==> config.mk <==
export PLATFORM = sky130hd
export DESIGN_NAME = serial_add_ctrl
export DESIGN_NICKNAME = d
export VERILOG_FILES = /design/src/rtl/serial_add_ctrl.sv
export SDC_FILE = /design/constraint.sdc
export NUM_CORES = 1
export LEC_CHECK = 0
export CAP_MARGIN = 5
export CORE_UTILIZATION = 50
export DETAILED_ROUTE_END_ITERATION = 16
export GPL_ROUTABILITY_DRIVEN = 0
export PLACE_DENSITY_LB_ADDON = 0.2
export REMOVE_ABC_BUFFERS = 1
export SYNTH_ARGS = -nofsm -noshare
export SYNTH_HDL_FRONTEND = slang
export SYNTH_SLANG_ARGS = --single-unit
export TNS_END_PERCENT = 100
==> constraint.sdc <==
create_clock -name clk -period 2.15 [get_ports clk]
set_clock_uncertainty 0.2 [all_clocks]
set_input_delay 0.43 -clock clk [delete_from_list [all_inputs] [get_ports clk]]
set_output_delay 0.43 -clock clk [all_outputs]
set_load 0.01 [all_outputs]
==> src/rtl/serial_add_ctrl.sv <==
// rtl/serial_add_ctrl.sv - bit-serial adder controller driving an external 1-bit full adder
module serial_add_ctrl #(
  parameter int WIDTH = 8
) (
  input  logic             clk,
  input  logic             rst,
  input  logic             start,
  input  logic [WIDTH-1:0] a,
  input  logic [WIDTH-1:0] b,
  input  logic             cin,
  output logic             fa_x,
  output logic             fa_y,
  output logic             fa_z,
  input  logic             fa_s,
  input  logic             fa_c,
  output logic             busy,
  output logic             done,
  output logic [WIDTH-1:0] sum,
  output logic             cout
);

  // Counter must hold 0..WIDTH-1 and be at least one bit wide.
  localparam int CW = (WIDTH > 1) ? $clog2(WIDTH) : 1;
  // Partial-sum register keeps only the bits already produced; the newest bit comes straight from fa_s.
  localparam int SW = (WIDTH > 1) ? WIDTH - 1 : 1;

  typedef enum logic [1:0] {IDLE, RUN, DONE} state_t;

  state_t           state, state_next;
  logic [WIDTH-1:0] a_sh, b_sh;
  logic [SW-1:0]    s_sh, s_sh_next;
  logic [WIDTH-1:0] s_next;
  logic             carry;
  logic [CW-1:0]    cnt;
  logic             last;

  assign last = (cnt == CW'(WIDTH - 1));

  generate
    if (WIDTH == 1) begin : g_w1
      assign s_next    = fa_s;
      assign s_sh_next = s_sh;
    end else begin : g_wn
      assign s_next    = {fa_s, s_sh};
      assign s_sh_next = s_next[WIDTH-1:1];
    end
  endgenerate

  // State register.
  always_ff @(posedge clk) begin
    if (rst) state <= IDLE;
    else     state <= state_next;
  end

  // Next-state logic and state-decoded outputs, including the full-adder operand bits.
  always_comb begin
    state_next = state;
    busy       = 1'b0;
    done       = 1'b0;
    fa_x       = 1'b0;
    fa_y       = 1'b0;
    fa_z       = 1'b0;
    case (state)
      IDLE: begin
        if (start) state_next = RUN;
      end
      RUN: begin
        busy = 1'b1;
        fa_x = a_sh[0];
        fa_y = b_sh[0];
        fa_z = carry;
        if (last) state_next = DONE;
      end
      DONE: begin
        busy       = 1'b1;
        done       = 1'b1;
        state_next = IDLE;
      end
      default: state_next = IDLE;
    endcase
  end

  // Operand/partial-sum shifting, carry chain, bit counter and result capture.
  always_ff @(posedge clk) begin
    if (rst) begin
      a_sh  <= '0;
      b_sh  <= '0;
      s_sh  <= '0;
      carry <= 1'b0;
      cnt   <= '0;
      sum   <= '0;
      cout  <= 1'b0;
    end else begin
      case (state)
        IDLE: begin
          if (start) begin
            a_sh  <= a;
            b_sh  <= b;
            s_sh  <= '0;
            carry <= cin;
            cnt   <= '0;
          end
        end
        RUN: begin
          a_sh  <= a_sh >> 1;
          b_sh  <= b_sh >> 1;
          s_sh  <= s_sh_next;
          carry <= fa_c;
          cnt   <= cnt + CW'(1);
          if (last) begin
            sum  <= s_next;
            cout <= fa_c;
          end
        end
        default: ;
      endcase
    end
  end

endmodule

==> results by group, run 1 <==
Routing
  • TritonRoute pass-1 iters: 4
  • Total number of vias: 1329
  • # DRC: 0
  • Detailed Route Iter0 Violations: 61
  • Total wire length: 3280 µm
  • Post-DR vias/cell: 5.23
  • Post-route ant nets: 0
  • Drt wl/cell: 12.9 µm

Clock network
  • Worst-skew pair later-pin latency: 0.34 ns
  • Sink Count: 38
  • Worst-case clock buffer depth: 2
  • CTS buffer count: 5
  • Root Driver: clkbuf_4
  • CTS tree: done
  • Clock transition at path regs: 0.11 ns
  • H-tree levels: 2

Finish
  • Inserted Diodes: 0
  • Nets: 234
  • P&R area growth vs syn: 24.4%
  • Fraction of layout instances using a drive strength above 1: 0.250
  • Fillers: 294
  • Design Area, Final: 2200 µm²

Worst setup path
  • Critical path class: reg2out
  • Arrival @ worst endpoint: 1.39 ns
  • Worst Setup End Kind: output port
  • Launching point of the worst reg2reg path: state[0]
  • R2R cell count: 5
  • Reg2reg setup slack: 0.28 ns
  • Max FO, Critical Path: 6
  • CP Launch Type: flip-flop
  • Worst flop-to-flop path endpoint: carry
  • Worst EP required: 1.52 ns

Placed design
  • DP Wirelength: 2310 µm
  • Area post-placement: 2120 µm²
  • Port bufs: 35

Hold path
  • Hold Crit Start: sum[0]
  • Worst min path class: reg2reg
  • Hold path cells: 2
  • Hold worst-path end: sum[0]

Synthesis
  • Top_reg_cell synth: dfxtp_1
  • Yosys warning total: 0
  • Synth cell types: 27
  • Post-Synthesis Cells: 173
  • Simple-gate share of the synthesized area: 0.165
  • Number of synthesized flops with an enable pin: 0
  • Largest area contributor in the netlist: dfxtp_1
  • Register area share after synthesis: 0.431
  • Yosys top cell area share: 0.431
  • Compound-Gate Fraction of Synth Area: 0.199
  • Post-Syn Area: 1770 µm²
  • Synth Area in Adders: 0.0354
  • Largest family of logic cells by synthesized area: compound AO/OA/AOI/OAI gates
  • Ranking of synthesized cells by area: dfxtp_1 (43%), a211oi_2 (11%), mux2i_1 (9.1%), nor2_2 (4.6%), a32oi_1 (4.5%)
  • Average cell area after synthesis: 10.2 µm²
  • Multiplexer area fraction after synthesis: 0.0992
  • Post-Synth XOR/XNOR Area: 0
  • Asr flop ratio synth: 0
  • Flops & latches, synth: 38

Timing
  • Slew @ Worst Pin: 0.487 ns
  • Slew headroom: 0.675
  • RSZ-0062 raised after global routing: no
  • Fin. max-slew vios: 0
  • Hold slack: 0.259 ns
  • Crit share post-route: 0.941
  • Hold Fails Final Rpt: 0
  • Max frequency: 0.494 GHz
  • Endpoints failing setup: 0
  • Minimum clock period: 2.02 ns

GRT
  • Antenna violations before repair: 0
  • Grt ovf: 0
  • Largest net degree at the start of global routing: 33
  • Tot GR Track Use: 0.197
  • Global-route wire length before repair: 5380 µm
  • Number of global-route vias before repair: 1200

Floorplanning
  • Site row count: 21
  • Initial core utilization: 0.525
  • Area of the core: 3360 µm²
  • Die ar.: 3770 µm²
  • Die Width: 61.4 µm
  • Number of top-level pins: 36
  • Die H: 61.4 µm

Pwr
  • Power per standard cell area: 661 nW/µm²
  • Total power: 1.45 mW
  • Peak supply drop: 417 µV
  • Static Leak: 0.818 nW

Run
  • Max Cap Viol: 0

Outcome
  • Status: finished, final reports clean
what timing repair did:
item                       CTS  global route
pin swaps                    0             0
hold buffers                 0             0
resized for setup            7             2
setup buffers                0             0
setup endpoints to repair    4             1
per-layer routing:
metal  GRT usage  up-vias  routed length (µm)  part of all wire
met5           0        -                   0                 0
met4      0.0857        0                  53             0.016
met3      0.0504        5                 142             0.043
met2       0.311       30                1500              0.46
met1       0.258      614                1580              0.48
li1            -      680                   -                 -
kinds of logic (layout without fill, tap and decap cells):
family	count (synthesis)	count (layout)
fa+ha+maj	5	5
compound gates	39	39
mux	17	17
flops	38	38
buf+inv	18	53
simple gates	56	56
sequential cells by signal, indices dropped and copies added, names as in the netlist:
name	count
carry	1
s_sh	7
b_sh	8
a_sh	8
cnt	3
state	2
sum	8
cout	1
synthesized netlist by cell type (3+ instances only):
library cell and instances:
a211oi_2 15, ha_1 5, nor2_2 13, dfxtp_1 38
a21oi_1 12, nor2_1 11, buf_2 4, a32oi_1 9
inv_1 3, and2_1 3, clkbuf_1 5, mux2i_1 16
nand3_1 9, nand2_1 12
critical path, cell delays in order, from the launching register on:
cell	delay (ns)
dfxtp_2	0.36
inv_1	0.08
ha_4	0.18
and2_1	0.16
dlygate4sd2_1	0.28
stage by stage:
step | setup slack [ns] | TNS (ns) | utilization | instances
floorplan | -0.440 | -11.99 | - | 158
global placement | 0.163 | 0 | 0.631 | 246
detailed placement | 0.0815 | 0 | 0.631 | 246
CTS | 0.0615 | 0 | 0.651 | 254
global route | 0.0702 | 0 | 0.653 | 254
finish | 0.127 | 0 | 0.653 | 254
worst max-delay path by stage:
stage                         end  cells past startpoint  slack (ns)      from
after floorplan           b_sh[0]                      5       -0.44  state[1]
after global placement    b_sh[0]                      4        0.16     start
after detailed placement    carry                      4        0.08     start
after CTS                    done                      3        0.06  state[0]
after global routing         fa_y                      4        0.07  state[1]
final                        fa_y                      4        0.13  state[1]
cell usage in the layout (no fill, tap or decap), types with 4 or more instances in the layout:
cell	instances
mux2i_1	16
a211oi_2	15
ha_1	4
nor2_1	11
buf_4	6
a32oi_1	9
dlygate4sd2_1	4
clkbuf_4	5
clkdlybuf4s50_1	29
a21oi_1	12
nor2_2	13
nand2_1	12
dfxtp_1	36
nand3_1	9
where the power goes:
group / leakage [nW] / internal, mW / switching [mW]
registers: 0.312 / 0.745 / 0.0268
logic: 0.471 / 0.142 / 0.155
clock network: 0.0353 / 0.159 / 0.224
cell type report:
class / count / area (µm²) / area share
clock buffers: 7 / 55.1 / 0.0251
clock inverters: 1 / 5.00 / 0.00228
inverters: 3 / 11.3 / 0.00513
multi-input cells: 117 / 893 / 0.407
flip-flops and latches: 38 / 766 / 0.349
well taps: 46 / 57.6 / 0.0262
repair buffers: 42 / 408 / 0.186
Power figures use the tool's default switching activity.
==> run 2, diff against run 1 <==
Settings changed: CORE_MARGIN set to 4, CORE_UTILIZATION 50 to 54, TNS_END_PERCENT 100 to 5.
Clock period 2.15 ns to 2.5 ns, I/O delays scaled along.
==> run 2 against run 1 <==
  * Combinational power is 13% lower
  * Worst hold slack about the same
  * Core utilization rose by 5.6 points
  * First-iteration DRC count grew 18%
  * Flip-flop and latch count did not move
  * Routed wire length is 1.9% higher
  * Setup slack worse by 0.025 ns
  * Clock power grew 12%
  * Register-to-register slack improved by 0.08 ns
  * Clock-buffer cell count fell by 1
==> results by group, run 2 (synthesized netlist as in run 1, its figures left out) <==
Outcome
  • Status: finished, final reports clean

Placed design
  • Area post-placement: 2100 µm²
  • Place WS: 0.209 ns
  • Port bufs: 35
  • Cell Count Post-Placement: 241
  • DP Wirelength: 2380 µm

Hold path
  • Hold Crit Start: sum[2]
  • Worst min path class: reg2reg
  • Hold worst-path end: sum[2]
  • Hold path cells: 2

Pwr
  • Net switching fraction of the power: 0.260
  • Total power: 1.35 mW
  • Flop pwr share: 0.492
  • Power per standard cell area: 613 nW/µm²
  • Sw power: 350 µW
  • Cell Int Power: 999 µW
  • Comb power frac: 0.192
  • Static Leak: 0.797 nW
  • Peak supply drop: 441 µV
  • Clk network pwr share: 0.317

Worst setup path
  • Worst Setup End Kind: output port
  • Worst flop-to-flop path endpoint: b_sh[7]
  • CP Launch Type: flip-flop
  • Critical path class: reg2out
  • Max FO, Critical Path: 3
  • R2R cell count: 6
  • Worst EP required: 1.80 ns
  • Reg2reg setup slack: 0.36 ns
  • Arrival @ worst endpoint: 1.70 ns
  • Launching point of the worst reg2reg path: state[1]

Finish
  • Multi-input gate area: 893 µm²
  • Most frequent cells in the layout: dfxtp_1 (38), clkdlybuf4s50_1 (33), mux2i_1 (16), a211oi_2 (15), nor2_2 (13)
  • Nets: 232
  • Storage cell area: 761 µm²
  • Fin cells: 249
  • Fraction of layout instances using a drive strength above 1: 0.234
  • Fillers: 257
  • Design Area, Final: 2200 µm²
  • Final core utilization: 0.709
  • Commonest non-fill, non-tap cell in the layout: dfxtp_1
  • P&R area growth vs syn: 24.6%
  • Biggest regs: a_sh x8, b_sh x8, sum x8
  • Inserted Diodes: 0

Timing
  • Max frequency: 0.417 GHz
  • Crit share post-route: 0.959
  • Endpoints failing setup: 0
  • Setup ws final: 0.102 ns
  • Hold Fails Final Rpt: 0
  • Minimum clock period: 2.40 ns
  • Slew headroom: 0.392
  • Hold slack: 0.259 ns
  • Slew @ Worst Pin: 0.887 ns
  • Fin. max-slew vios: 0
  • RSZ-0062 raised after global routing: no
  • Setup TNS Final: 0 ns

Clock network
  • CTS buffer count: 5
  • Clock transition at path regs: 0.11 ns
  • H-tree levels: 2
  • Worst-case clock buffer depth: 2
  • CTS tree: done
  • Sink Count: 38
  • Root Driver: clkbuf_4
  • Worst-skew pair later-pin latency: 0.35 ns

Floorplanning
  • Area of the core: 3100 µm²
  • Die Width: 65.2 µm
  • Number of top-level pins: 36
  • Initial core utilization: 0.569
  • Site row count: 20
  • Die H: 65.2 µm
  • Die ar.: 4250 µm²

Run
  • Max Cap Viol: 0

Routing
  • Post-DR vias/cell: 5.34
  • Total wire length: 3340 µm
  • Post-route ant nets: 0
  • Drt wl/cell: 13.4 µm
  • Detailed Route Iter0 Violations: 72
  • Total number of vias: 1329
  • TritonRoute pass-1 iters: 4
  • # DRC: 0

GRT
  • Tot GR Track Use: 0.173
  • Number of global-route vias before repair: 1271
  • Global-route wire length before repair: 5690 µm
  • Antenna violations before repair: 0
  • Grt ovf: 0
  • Largest net degree at the start of global routing: 32
## run 2: cell count changes in the layout (fill, tap and decap cells not counted), sizes merged
cell	delta
buf	-2
clkinv	-1
bufinv	+1
dlygate4sd2	-4
clkdlybuf4s50	+4
clkbuf	-1
## run 2: routing by layer
metal / routed length [µm] / share of wire / global-route usage / up-vias
met4: 19 / 0.0057 / 0.0699 / 0
met2: 1550 / 0.46 / 0.277 / 38
met5: 0 / 0 / 0 / -
met3: 224 / 0.067 / 0.0821 / 2
met1: 1540 / 0.46 / 0.197 / 613
li1: - / - / - / 676
## run 2: critical path: stages (launching register included)
cell and delay (ns):
dfxtp_1 0.43, inv_1 0.10, ha_1 0.29, clkdlybuf4s50_1 0.53
## run 2: cell type report
class / count / area share
well taps: 44 / 0.0250
multi-input cells: 117 / 0.406
inverters: 3 / 0.00512
clock buffers: 6 / 0.0233
repair buffers: 40 / 0.181
flip-flops and latches: 38 / 0.346
clock inverters: 1 / 0.0137
## run 2: how the worst max path moves through the flow
stage / startpoint / endpoint / depth (start not counted)
detailed placement: start / b_sh[7] / 4
finish: state[0] / busy / 3
CTS: state[1] / fa_y / 4
global route: state[0] / busy / 3
global placement: start / a_sh[7] / 4
floorplan: state[1] / b_sh[0] / 5
## run 2: what timing repair did
| item | 4_1_cts | 5_1_grt |
|---|---|---|
| setup buffers | 0 | 1 |
| hold buffers | 0 | 0 |
| gates resized for setup | 0 | 2 |
| setup endpoints to repair | 0 | 3 |
## run 2: power by group through the flow
stage          Combinational, mW  Sequential, mW  Clock [mW]
2_1_floorplan              0.165           0.671           0
3_3_place_gp               0.248           0.674           0
3_5_place_dp               0.256           0.677           0
4_1_cts                    0.257           0.663       0.445
5_1_grt                    0.282           0.668       0.478
6_report                   0.259           0.663       0.427
==> run 3, diff against run 2 <==
Settings changed: CORE_UTILIZATION 54 to 40, PLACE_DENSITY set to 0.76, PLACE_DENSITY_LB_ADDON 0.2 to not set.
==> run 3 against run 2 <==
  * Global-route usage fell by 3.2 points
  * Routed wire length up 5.5%
  * Sequential power barely moved
  * Via count grew 0.90%
  * Maximum frequency grew 2.6%
  * Clock-buffer cell count grew 1
  * Largest cell class unchanged
==> results by group, run 3 (synthesized netlist as in run 1, its figures left out) <==
Clock network
  • Clock transition at path regs: 0.07 ns
  • CTS tree: done
  • Post-cts sizing count: 0
  • Worst-case clock buffer depth: 2
  • CTS hold repair buffers: 0
  • Setup Fix Bufs, Post-CTS: 0
  • H-tree levels: 2
  • Sink Count: 38
  • Worst-skew pair later-pin latency: 0.29 ns
  • Root Driver: clkbuf_8
  • CTS buffer count: 5

GRT
  • Largest net degree at the start of global routing: 33
  • Antenna violations before repair: 0
  • Number of global-route vias before repair: 1337
  • Grt ovf: 0
  • Global-route wire length before repair: 5930 µm
  • Tot GR Track Use: 0.141

Worst setup path
  • R2R cell count: 6
  • Crit-path slowest cell: clkdlybuf4s50_1
  • Crit-path cells: inv_1, ha_1, clkdlybuf4s50_1
  • Crit path buf inv count: 2
  • Launching point of the worst reg2reg path: state[1]
  • Worst flop-to-flop path endpoint: b_sh[0]
  • Worst EP required: 1.80 ns
  • Max FO, Critical Path: 3
  • Worst Setup End Kind: output port
  • Critical path class: reg2out
  • CP max stage delay: 0.54 ns
  • Reg2reg setup slack: 0.45 ns
  • Top Family by Delay on Critical Path: buffers and inverters
  • Arrival @ worst endpoint: 1.64 ns
  • CP Launch Type: flip-flop

Timing
  • Fin. max-slew vios: 0
  • Slew @ Worst Pin: 0.509 ns
  • Slew headroom: 0.661
  • Endpoints failing setup: 0
  • Crit share post-route: 0.935
  • Hold slack: 0.254 ns
  • Minimum clock period: 2.34 ns
  • Max frequency: 0.428 GHz
  • Hold Fails Final Rpt: 0
  • RSZ-0062 raised after global routing: no

Routing
  • # DRC: 0
  • Total number of vias: 1341
  • Total wire length: 3520 µm
  • Post-DR vias/cell: 5.24
  • Detailed Route Iter0 Violations: 88
  • Post-route ant nets: 0
  • Drt wl/cell: 13.7 µm
  • TritonRoute pass-1 iters: 4

Finish
  • Design Area, Final: 2200 µm²
  • Final core utilization: 0.531
  • P&R area growth vs syn: 24.7%
  • Nets: 232
  • Fraction of layout instances using a drive strength above 1: 0.233
  • Commonest non-fill, non-tap cell in the layout: dfxtp_1
  • Biggest regs: a_sh x8, b_sh x8, sum x8
  • Inserted Diodes: 0
  • Most frequent cells in the layout: dfxtp_1 (38), clkdlybuf4s50_1 (34), mux2i_1 (16), a211oi_2 (15), nor2_2 (13)

Pwr
  • Static Leak: 0.778 nW
  • Power per standard cell area: 612 nW/µm²
  • Peak supply drop: 234 µV

Floorplanning
  • Die Width: 74.4 µm
  • Initial core utilization: 0.426
  • Die H: 74.4 µm
  • Site row count: 23
  • Number of top-level pins: 36
  • Die ar.: 5540 µm²
  • Area of the core: 4140 µm²

Hold path
  • Hold path cells: 2
  • Worst min path class: reg2reg
  • Hold worst-path end: sum[3]
  • Hold Crit Start: sum[3]

Run
  • Max Cap Viol: 0

Placed design
  • DP Wirelength: 2480 µm
  • Port bufs: 35
  • Area post-placement: 2100 µm²

Outcome
  • Status: finished, final reports clean
[run 3: worst max path at each step]
stage,from,to,slack [ns],depth (start not counted)
floorplan,state[1],b_sh[0],-0.09,5
global placement,state[1],fa_x,0.43,4
detailed placement,state[1],b_sh[0],0.38,6
CTS,state[1],fa_x,0.07,4
global route,state[1],fa_x,0.06,4
finish,state[0],busy,0.16,3
[run 3: routing by layer]
metal | vias to the layer above | track usage | share of wire
li1 | 678 | - | -
met5 | - | 0 | 0
met1 | 634 | 0.168 | 0.45
met3 | 6 | 0.0365 | 0.042
met2 | 23 | 0.238 | 0.49
met4 | 0 | 0.0593 | 0.020
[run 3: layout make-up]
class | count | area, µm²
fill | 400 | 1940
multi-input combinational | 117 | 893
sequential | 38 | 761
timing repair buffer | 40 | 383
clock buffer | 7 | 86.3
tap | 50 | 62.6
inverter | 3 | 11.3
clock inverter | 1 | 5.00
[run 3: per-stage QoR]
stage | power, mW | cells | setup WS [ns] | TNS [ns]
after floorplan | 0.836 | 158 | -0.0896 | -1.69
final | 1.35 | 256 | 0.163 | 0
after global placement | 0.923 | 248 | 0.432 | 0
after global routing | 1.41 | 256 | 0.0579 | 0
after CTS | 1.36 | 256 | 0.0736 | 0
after detailed placement | 0.929 | 248 | 0.379 | 0
[run 3: power by group]
part	switching (mW)	internal, mW
combinational	0.132	0.121
clock	0.209	0.222
sequential	0.0224	0.640
total	0.363	0.984
[run 3: worst reg2reg max path: cells and delay by family, from the launching register on]
family                   cells  cell delay, ns
multiplexers                 1            0.53
AO/OA/AOI/OAI                1            0.19
flip-flops                   1            0.33
buffers and inverters        2            0.40
adder cells (fa/ha/maj)      1            0.21
AND/OR/NAND/NOR              1            0.11
